[src/rtl/mcu_rst_pkg.sv]
// Shared types and constants for the MCU reset sequencer.
package mcu_rst_pkg;

  // Sequencer FSM states
  typedef enum logic [1:0] {
    ST_HOLD    = 2'd0,
    ST_RELEASE = 2'd1,
    ST_RUN     = 2'd2
  } rst_state_e;

  // rst_cause value reported for a power-on / board reset sequence
  localparam int unsigned CAUSE_POR = 0;

  // Ceiling log2 usable in constant expressions
  function automatic int unsigned clog2(input int unsigned v);
    int unsigned r;
    int unsigned x;
    r = 0;
    x = 1;
    while (x < v) begin
      x = x << 1;
      r = r + 1;
    end
    return r;
  endfunction

endpackage

[src/rtl/mcu_rst_sync.sv]
// Multi-flop synchroniser with asynchronous reset to a selectable value.
module mcu_rst_sync #(
  parameter int unsigned STAGES  = 2,
  parameter logic        RST_VAL = 1'b0
) (
  input  logic clk,
  input  logic rst,
  input  logic async_in,
  output logic sync_out
);

  logic [STAGES-1:0] chain;

  // Shift the asynchronous input through the chain; reset forces RST_VAL
  always_ff @(posedge clk or posedge rst) begin
    if (rst) begin
      chain <= {STAGES{RST_VAL}};
    end else begin
      chain <= {chain[STAGES-2:0], async_in};
    end
  end

  assign sync_out = chain[STAGES-1];

endmodule

[src/rtl/mcu_rst_seq.sv]
// Parametrised reset sequencer: synchronises board and soft resets, holds the
// affected domains, then releases them outer-to-inner with a fixed stagger.
module mcu_rst_seq
  import mcu_rst_pkg::*;
#(
  parameter  int unsigned NUM_DOM     = 3,
  parameter  int unsigned SYNC_STAGES = 2,
  parameter  int unsigned HOLD_CYCLES = 16,
  parameter  int unsigned STAGGER     = 4,
  localparam int unsigned CAUSE_W     = clog2(NUM_DOM + 1)
) (
  input  logic               sys_clk,
  input  logic               mcu_rst,
  input  logic [NUM_DOM-1:0] soft_rst_req,
  output logic [NUM_DOM-1:0] dom_rst_b,
  output logic               rst_busy,
  output logic [CAUSE_W-1:0] rst_cause
);

  localparam int unsigned IDX_W   = (NUM_DOM > 1) ? clog2(NUM_DOM) : 1;
  localparam int unsigned CNT_MAX = (HOLD_CYCLES > STAGGER) ? HOLD_CYCLES : STAGGER;
  localparam int unsigned CNT_W   = clog2(CNT_MAX + 1);

  localparam logic [CNT_W-1:0]   HOLD_TERM = CNT_W'(HOLD_CYCLES - 1);
  localparam logic [CNT_W-1:0]   STAG_TERM = CNT_W'(STAGGER - 1);
  localparam logic [CNT_W-1:0]   CNT_SAT   = CNT_W'(CNT_MAX);
  localparam logic [CAUSE_W-1:0] CAUSE_P   = CAUSE_W'(CAUSE_POR);

  logic                 por_pending;
  logic [NUM_DOM-1:0]   soft_sync;
  logic [NUM_DOM-1:0]   soft_prev;
  logic [NUM_DOM-1:0]   req_edge;
  logic                 req_any;
  logic [IDX_W-1:0]     req_idx;
  logic [IDX_W-1:0]     acc_scope;
  logic                 req_accept;
  logic [IDX_W-1:0]     next_idx;

  rst_state_e           state;
  logic [IDX_W-1:0]     scope;
  logic [IDX_W-1:0]     rel_idx;
  logic [CNT_W-1:0]     cnt;

  // Board reset release: held at 1 while mcu_rst is high, then shifts in 0
  mcu_rst_sync #(
    .STAGES  (SYNC_STAGES),
    .RST_VAL (1'b1)
  ) u_por_sync (
    .clk      (sys_clk),
    .rst      (mcu_rst),
    .async_in (1'b0),
    .sync_out (por_pending)
  );

  for (genvar g = 0; g < NUM_DOM; g++) begin : g_soft_sync
    mcu_rst_sync #(
      .STAGES  (SYNC_STAGES),
      .RST_VAL (1'b0)
    ) u_soft_sync (
      .clk      (sys_clk),
      .rst      (mcu_rst),
      .async_in (soft_rst_req[g]),
      .sync_out (soft_sync[g])
    );
  end

  // Previous synchronised request level for rising-edge detection
  always_ff @(posedge sys_clk or posedge mcu_rst) begin
    if (mcu_rst) begin
      soft_prev <= '0;
    end else begin
      soft_prev <= soft_sync;
    end
  end

  // Edge detect, highest-domain priority encode and acceptance decision
  always_comb begin
    req_edge = soft_sync & ~soft_prev;
    req_any  = 1'b0;
    req_idx  = '0;
    for (int unsigned i = 0; i < NUM_DOM; i++) begin
      if (req_edge[i]) begin
        req_any = 1'b1;
        req_idx = IDX_W'(i);
      end
    end
    // A request arriving mid soft sequence can only widen the scope
    acc_scope  = (state != ST_RUN && scope > req_idx) ? scope : req_idx;
    // Requests are ignored while a POR sequence is still running
    req_accept = req_any && (state == ST_RUN || rst_cause != CAUSE_P);
    next_idx   = rel_idx - IDX_W'(1);
  end

  // Sequencer FSM with shared hold/stagger counter and registered outputs
  always_ff @(posedge sys_clk or posedge mcu_rst) begin
    if (mcu_rst) begin
      state     <= ST_HOLD;
      scope     <= IDX_W'(NUM_DOM - 1);
      rel_idx   <= IDX_W'(NUM_DOM - 1);
      cnt       <= '0;
      dom_rst_b <= '0;
      rst_busy  <= 1'b1;
      rst_cause <= CAUSE_P;
    end else if (req_accept) begin
      state     <= ST_HOLD;
      scope     <= acc_scope;
      rel_idx   <= acc_scope;
      cnt       <= '0;
      rst_busy  <= 1'b1;
      rst_cause <= CAUSE_W'(acc_scope) + CAUSE_W'(1);
      for (int unsigned i = 0; i < NUM_DOM; i++) begin
        if (i <= int'(acc_scope)) begin
          dom_rst_b[i] <= 1'b0;
        end
      end
    end else begin
      case (state)
        ST_HOLD: begin
          if (!por_pending) begin
            // The first release coincides with the hold terminal edge
            if (cnt == HOLD_TERM) begin
              dom_rst_b[scope] <= 1'b1;
              rel_idx          <= scope;
              cnt              <= '0;
              if (scope == '0) begin
                state    <= ST_RUN;
                rst_busy <= 1'b0;
              end else begin
                state <= ST_RELEASE;
              end
            end else if (cnt != CNT_SAT) begin
              cnt <= cnt + 1'b1;
            end
          end
        end
        ST_RELEASE: begin
          if (cnt == STAG_TERM) begin
            dom_rst_b[next_idx] <= 1'b1;
            rel_idx             <= next_idx;
            cnt                 <= '0;
            if (next_idx == '0) begin
              state    <= ST_RUN;
              rst_busy <= 1'b0;
            end
          end else if (cnt != CNT_SAT) begin
            cnt <= cnt + 1'b1;
          end
        end
        ST_RUN: begin
          dom_rst_b <= '1;
          rst_busy  <= 1'b0;
        end
        default: begin
          state <= ST_HOLD;
        end
      endcase
    end
  end

endmodule

[config.mk]
export PLATFORM = sky130hd
export DESIGN_NAME = mcu_rst_seq
export DESIGN_NICKNAME = d
export VERILOG_FILES = /design/src/rtl/mcu_rst_pkg.sv /design/src/rtl/mcu_rst_sync.sv /design/src/rtl/mcu_rst_seq.sv
export SDC_FILE = /design/constraint.sdc
export NUM_CORES = 1
export LEC_CHECK = 0
export ABC_CLOCK_PERIOD_IN_PS = 4900
export BUFFER_PORTS_ARGS = -buffer_cell sky130_fd_sc_hd__buf_2
export CAP_MARGIN = 40
export CORE_MARGIN = 5
export CORE_UTILIZATION = 55
export DETAILED_ROUTE_END_ITERATION = 10
export PLACE_DENSITY_LB_ADDON = 0.2
export REMOVE_ABC_BUFFERS = 1
export SYNTH_ARGS = -nofsm -noshare
export SYNTH_HDL_FRONTEND = slang
export SYNTH_SLANG_ARGS = --single-unit
[constraint.sdc]
create_clock -name sys_clk -period 4.9 [get_ports sys_clk]
set_clock_uncertainty 0.05 [all_clocks]
set_input_delay 0.49 -clock sys_clk [delete_from_list [all_inputs] [get_ports sys_clk]]
set_output_delay 0.49 -clock sys_clk [all_outputs]
set_load 0.1 [all_outputs]
==> results of run 1 <==
[cells by family (layout without fill, tap and decap cells)]
kind of cell / Yosys count / in the layout / share of synthesized area (%)
other cells: 1 / 1 / 0.243
xor+xnor: 1 / 1 / 0.567
simple gates: 52 / 52 / 18.1
flops: 28 / 28 / 45.7
compound gates: 37 / 37 / 21.5
mux: 3 / 3 / 2.11
fa+ha+maj: 8 / 8 / 6.48
buf+inv: 15 / 25 / 5.34
[area by class of cell]
cell class                 count  area share, %
multi-input combinational    102           45.3
sequential                    28           42.4
timing repair buffer          11           4.65
tap                           31           2.32
inverter                      10           2.25
clock inverter                 1           1.80
clock buffer                   3           1.35
[state kept, by name, indices dropped and copies added, names as in the netlist]
name	count
u_por_sync.chain	2
rel_idx	2
rst_cause	2
cnt	5
scope	2
soft_prev	3
state	2
rst_busy	1
dom_rst_b	3
g_soft_sync.u_soft_sync.chain	6
[layer usage]
metal  global-route usage, %  part of all wire (%)  vias up
met4                    5.84                   1.6        0
li1                        -                     -      534
met2                    29.4                    53       16
met5                       0                     0        -
met1                    20.4                    44      557
met3                    3.06                   2.1        5
[final timing paths]
path,startpoint,end,slack (ns),cells after the start
max,soft_prev[2],rst_cause[1],2.62,10
min,mcu_rst,cnt[4],0.11,2
max reg2reg,soft_prev[2],rst_cause[1],2.62,10
min reg2reg,u_por_sync.chain[0],u_por_sync.chain[1],0.32,0
max in group asynchronous,mcu_rst,rst_busy,4.13,3
min in group sys_clk,soft_rst_req[0],g_soft_sync[0].u_soft_sync.chain[0],0.20,1
[power groups by stage]
| stage | logic, mW | registers (mW) | clock network (mW) |
|---|---|---|---|
| after CTS | 0.409 | 0.355 | 0.156 |
| after global routing | 0.457 | 0.368 | 0.166 |
| after global placement | 0.388 | 0.355 | 0 |
| final | 0.403 | 0.355 | 0.154 |
| after floorplan | 0.272 | 0.401 | 0 |
| after detailed placement | 0.407 | 0.360 | 0 |
[cell usage after synthesis, drive strengths merged (2+ instances only)]
master and number:
dfrtp 23, nor2 19, nand2 11, inv 10, a21oi 9, ha 8, nand2b 7, buf 5
dfstp 5, nand3 4, o21ai 4, a221oi 3, nor3 3, o21a 3, o22ai 3, a211o 2
and3 2, mux2 2, nand4 2, nor4b 2, o22a 2
[worst max-delay path, delay by kind of cell, from the launching register on]
family          cells  cell delay (ns)
fa+ha+maj           2             0.67
flops               1             0.40
mux                 1             0.35
compound gates      3             0.34
simple gates        3             0.29
buf+inv             1             0.10
==> metrics.csv, run 1 <==
stage,metric,value,unit
power_and_ir_drop,Clock Power Share,16.9,%
synthesis,Netlist cell types,46,
drt,Post-DRT Antenna Nets,0,
clock_network,Clock Tree Buf Depth,2,
power_and_ir_drop,Switching Fraction,42.6,%
drt,DRT iter0 DRCs,66,
critical_path,Critical Path Max Stage Delay,0.40,ns
cells_and_area,footprint of the multi-input gates,756,sq um
critical_path,slowest library cell on the worst path,dfrtp_1,
sta,"Setup violations, final",0,
clock_network,TritonCTS clock tree,yes,
critical_path,Worst EP required,5.10,ns
synthesis,"FFs w/ async S/R, synth",100,%
drt,vias per inst,5.98,
placed_design,placer congestion estimate,0.823,
floorplanning,Initial Utilization,56.5,%
power_and_ir_drop,P per Cell Area,546,nW/um^2
clock_network,CTS sink count,28,
sta,Peak Freq,0.438,GHz
clock_network,H-tree levels,1,
synthesis,number of synthesized flops with an enable pin,0,
placed_design,Post-Place Cell Area,1620,sq um
synthesis,top_reg_cell synth,dfrtp_1,
power_and_ir_drop,internal power,0.524,mW
clock_network,clock slew at reported path FFs,0.16,ns
synthesis,post-synthesis sequential area ratio,45.7,%
placed_design,dpl cells,182,
power_and_ir_drop,Seq pwr share,38.9,%
drt,drt pass-1 iters,4,
floorplanning,Die W,63.0,microns
clock_network,"Clk Latency, worst-skew pair",0.34,ns
hold_path,Hold Crit Class,input pin to asynchronous set/reset pin,
cells_and_area,Area growth syn-to-layout,8.02,%
synthesis,cell taking the most area after synthesis,dfrtp_1,
cells_and_area,"commonest cells after routing, fill and taps aside","dfrtp_1, nor2_1, nand2_1, buf_2",
floorplanning,row count,19,
cells_and_area,Non-Filler Instances,186,
floorplanning,CORE AREA,2730,sq um
floorplanning,io pins,11,
placed_design,DP Worst Slack,2.62,ns
synthesis,Mapped Area,1550,sq um
synthesis,top-area cell type share of the netlist area,37.2,%
cells_and_area,Ant. Diodes,0,
clock_network,CTS root buf,clkbuf_4,
sta,min Tclk post-route,2.28,ns
critical_path,critical path endpoint category,register,
critical_path,Worst Path Max Fanout,5,
sta,post-route setup slack,2.62,ns
cells_and_area,Final Cell Area,1670,sq um
critical_path,WS Path Type,register to register,
outcome,status,finished clean,
clock_network,setup bufs post-CTS,0,
critical_path,CP Data Arrival Time,2.48,ns
drt,# DRC,0,
cells_and_area,fraction of layout cells with a size suffix above 1,24.5,%
floorplanning,die span in y,63.0,microns
placed_design,IO buf count,10,
sta,actual slew at the worst max-slew pin,0.548,ns
cells_and_area,Final nets,169,
drt,Post-Route WL,2.91,mm
power_and_ir_drop,Leakage Power,0.754,nW
critical_path,"Critical Path, Cell by Cell",nor2b_2 -> inv_2 -> ha_1 -> mux2_2 -> a21oi_1 -> o21bai_1 -> a41oi_2 -> ha_1 -> nand2_1 -> nand2_1,
global_routing,grt ovf,0,
sta,Slew Limit Fails,0,
synthesis,synth top area cells,"dfrtp_1, dfstp_2, ha_1, nor2_1, a21oi_1",
sta,RSZ-0062 raised after global routing,false,
global_routing,largest net degree at the start of global routing,18,
sta,Fin Hold WS,0.112,ns
clock_network,post-cts gate resize count,0,
synthesis,Gate Count Post-Synth,145,
sta,slew margin rel.,63.4,%
placed_design,Post-DP HPWL,2.21,mm
global_routing,vias in the first global route,1184,
power_and_ir_drop,Logic pwr share,44.2,%
drt,DR vias,1112,
cells_and_area,FILL cells,237,
global_routing,Overall Global Routing Usage,16.8,%
global_routing,initial antenna violation count,0,
power_and_ir_drop,Max VDD drop,0.418,mV
drt,wire length per cell,15.7,microns
synthesis,count of state elements after synthesis,28,
power_and_ir_drop,NetSw,0.388,mW
sta,fin crit share,46.5,%
floorplanning,die area,3970,sq um
global_routing,first-pass GRT wire length,5.39,mm
run,max-cap viol count,0,
synthesis,Yosys warnings,0,
cells_and_area,"most common cell after layout, fill and taps aside",dfrtp_1,
sta,setup TNS,0,ns
power_and_ir_drop,total chip power,0.912,mW
cells_and_area,final core occ,61.1,%
critical_path,startpoint types,register,
clock_network,"Hold-fix buffers, CTS",0,
synthesis,Avg Inst Size Synth,10.7,sq um
sta,Final Hold Vio Count,0,
clock_network,TritonCTS Buffers,3,
cells_and_area,register area,707,sq um
Note: power is estimated with default switching activity, not from simulation.
==> run 2: changes to the inputs <==
--- a/config.mk
+++ b/config.mk
@@ -5,7 +5,7 @@
 export SDC_FILE = /design/constraint.sdc
 export NUM_CORES = 1
 export LEC_CHECK = 0
-export ABC_CLOCK_PERIOD_IN_PS = 4900
+export ABC_CLOCK_PERIOD_IN_PS = 2300
 export BUFFER_PORTS_ARGS = -buffer_cell sky130_fd_sc_hd__buf_2
 export CAP_MARGIN = 40
 export CORE_MARGIN = 5
==> constraint.sdc (replaced) <==
create_clock -name sys_clk -period 2.3 [get_ports sys_clk]
set_clock_uncertainty 0.05 [all_clocks]
set_input_delay 0.23 -clock sys_clk [delete_from_list [all_inputs] [get_ports sys_clk]]
set_output_delay 0.23 -clock sys_clk [all_outputs]
set_load 0.1 [all_outputs]
==> run 2 against run 1 <==
Against the previous run: final cell count is 4.3% higher; die area unchanged; highest routed layer unchanged; fmax grew 6.4%; register-to-register slack worse by 2.5 ns; first-iteration DRC count down 29%; sequential power rose by 110%; critical path depth down 1.
==> metrics.csv, run 2 (same netlist as run 1, synthesis figures left out) <==
stage,metric,value,unit,change
outcome,status,finished clean,,
cells_and_area,Final nets,177,,+4.7%
floorplanning,row count,19,,unchanged
critical_path,CP Data Arrival Time,2.34,ns,-0.14 ns
sta,fin crit share,93.2,%,+47 points
critical_path,critical path's top delay family,compound AO/OA/AOI/OAI gates,,
critical_path,Critical Path Max Stage Delay,0.40,ns,about the same
drt,DRT iter0 DRCs,47,,-29%
cells_and_area,"most common cell after layout, fill and taps aside",dfrtp_1,,
clock_network,TritonCTS Buffers,3,,unchanged
cells_and_area,largest registers,"g_soft_sync.u_soft_sync.chain (6), cnt (5)",,
cells_and_area,"commonest cells after routing, fill and taps aside","dfrtp_1, nor2_1, nand2_1, buf_2",,
clock_network,Clock Tree Buf Depth,2,,unchanged
floorplanning,Initial Utilization,56.5,%,unchanged
clock_network,setup bufs post-CTS,0,,unchanged
hold_path,Hold Crit Class,register to register,,
critical_path,"Critical Path, Cell by Cell",nor2b_2 -> inv_2 -> ha_4 -> mux2_2 -> a21oi_1 -> o21bai_1 -> a41oi_2 -> ha_1 -> o22a_1,,
sta,"Setup violations, final",0,,unchanged
power_and_ir_drop,P per Cell Area,1150,nW/um^2,+110%
critical_path,critical path endpoint category,register,,
floorplanning,die area,3970,sq um,unchanged
drt,Post-DRT Antenna Nets,0,,unchanged
cells_and_area,fraction of layout cells with a size suffix above 1,26.4,%,+1.9 points
clock_network,CTS root buf,clkbuf_4,,
hold_path,worst hold start,g_soft_sync[0].u_soft_sync.chain[0],,
placed_design,IO buf count,10,,unchanged
drt,drt pass-1 iters,4,,unchanged
power_and_ir_drop,Max VDD drop,0.878,mV,+110%
clock_network,"Clk Latency, worst-skew pair",0.33,ns,about the same
clock_network,TritonCTS clock tree,yes,,
run,max-cap viol count,0,,unchanged
critical_path,WS Path Type,register to register,,
drt,# DRC,0,,unchanged
critical_path,Bufs and invs on worst path,1,,unchanged
critical_path,Worst EP required,2.49,ns,-2.61 ns
floorplanning,die span in y,63.0,microns,unchanged
placed_design,Post-Place Cell Area,1630,sq um,+0.62%
floorplanning,Die W,63.0,microns,unchanged
global_routing,initial antenna violation count,0,,unchanged
sta,Peak Freq,0.466,GHz,+6.4%
global_routing,vias in the first global route,1185,,+0.084%
power_and_ir_drop,Leakage Power,0.784,nW,+3.9%
drt,Post-Route WL,2.87,mm,-1.4%
sta,min Tclk post-route,2.14,ns,-0.136 ns
drt,vias per inst,5.51,,-7.8%
sta,Final Hold Vio Count,0,,unchanged
placed_design,placer congestion estimate,0.802,,-2.6%
sta,setup TNS,0,ns,unchanged
sta,Slew Limit Fails,0,,unchanged
cells_and_area,Area growth syn-to-layout,12.1,%,
critical_path,slowest library cell on the worst path,dfrtp_1,,
global_routing,grt ovf,0,,unchanged
critical_path,Worst Path Max Fanout,4,,-1
critical_path,CP startpoint,soft_prev[2],,
cells_and_area,final core occ,63.3,%,+2.3 points
drt,DR vias,1069,,-3.9%
critical_path,R2R Path Start,soft_prev[2],,
clock_network,H-tree levels,1,,unchanged
clock_network,clock slew at reported path FFs,0.16,ns,about the same
cells_and_area,Largest register FFs,6,,unchanged
global_routing,first-pass GRT wire length,5.30,mm,-1.7%
clock_network,CTS sink count,28,,unchanged
sta,RSZ-0062 raised after global routing,false,,
drt,wire length per cell,14.8,microns,-5.4%
placed_design,Post-DP HPWL,2.22,mm,+0.41%
cells_and_area,Reg with most FFs,g_soft_sync.u_soft_sync.chain,,
critical_path,startpoint types,register,,
global_routing,Overall Global Routing Usage,16.3,%,-0.48 points
floorplanning,io pins,11,,unchanged
floorplanning,CORE AREA,2730,sq um,unchanged
sta,Fin Hold WS,0.299,ns,+0.187 ns
cells_and_area,Final Cell Area,1730,sq um,+3.7%
global_routing,largest net degree at the start of global routing,20,,+2
cells_and_area,Ant. Diodes,0,,unchanged
==> run 2: layout make-up <==
cell class                      count  area (sq um)
Tap cell                           31          38.8
Clock inverter                      1          30.0
Clock buffer                        3          22.5
Inverter                           10          37.5
Fill cell                         227          1000
Multi-Input combinational cell    102           768
Timing Repair Buffer               19           128
Sequential cell                    28           707
==> run 2: final timing paths <==
path | end | slack [ns] | cells past startpoint
worst max-delay path | dom_rst_b[1] | 0.16 | 9
worst min-delay path | g_soft_sync[0].u_soft_sync.chain[1] | 0.30 | 0
worst max register to register | dom_rst_b[1] | 0.16 | 9
worst min register to register | g_soft_sync[0].u_soft_sync.chain[1] | 0.30 | 0
max in group asynchronous | rst_busy | 1.23 | 4
min in group asynchronous | cnt[4] | 0.32 | 3
==> run 2: timing repair <==
item / in CTS / in global routing
endpoints found under the setup margin: 0 / 2
gates resized for setup: 0 / 1
hold buffers: 4 / 0
hold endpoints to repair: 10 / 0
==> run 2: per-stage QoR <==
step / cells / total power [mW] / setup slack, ns
final: 194 / 1.99 / 0.155
after global routing: 194 / 2.15 / 0.0174
after CTS: 194 / 1.98 / 0.0799
after detailed placement: 186 / 1.65 / 0.0904
after global placement: 186 / 1.61 / 0.150
after floorplan: 140 / 1.44 / 0.0788
==> run 2: per-layer routing <==
layer  vias to the layer above  GRT usage [%]  share of wire [%]
li1                        547              -                  -
met1                       509           20.4                 45
met2                        11           28.6                 52
met3                         2           1.98                2.5
met4                         0           5.57               0.73
met5                         -              0                  0
==> run 2: where the power goes <==
| group | total, mW | switching (mW) | internal [mW] |
|---|---|---|---|
| registers | 0.743 | 0.132 | 0.611 |
| logic | 0.923 | 0.555 | 0.368 |
| clock network | 0.323 | 0.147 | 0.176 |
| total | 1.99 | 0.834 | 1.16 |
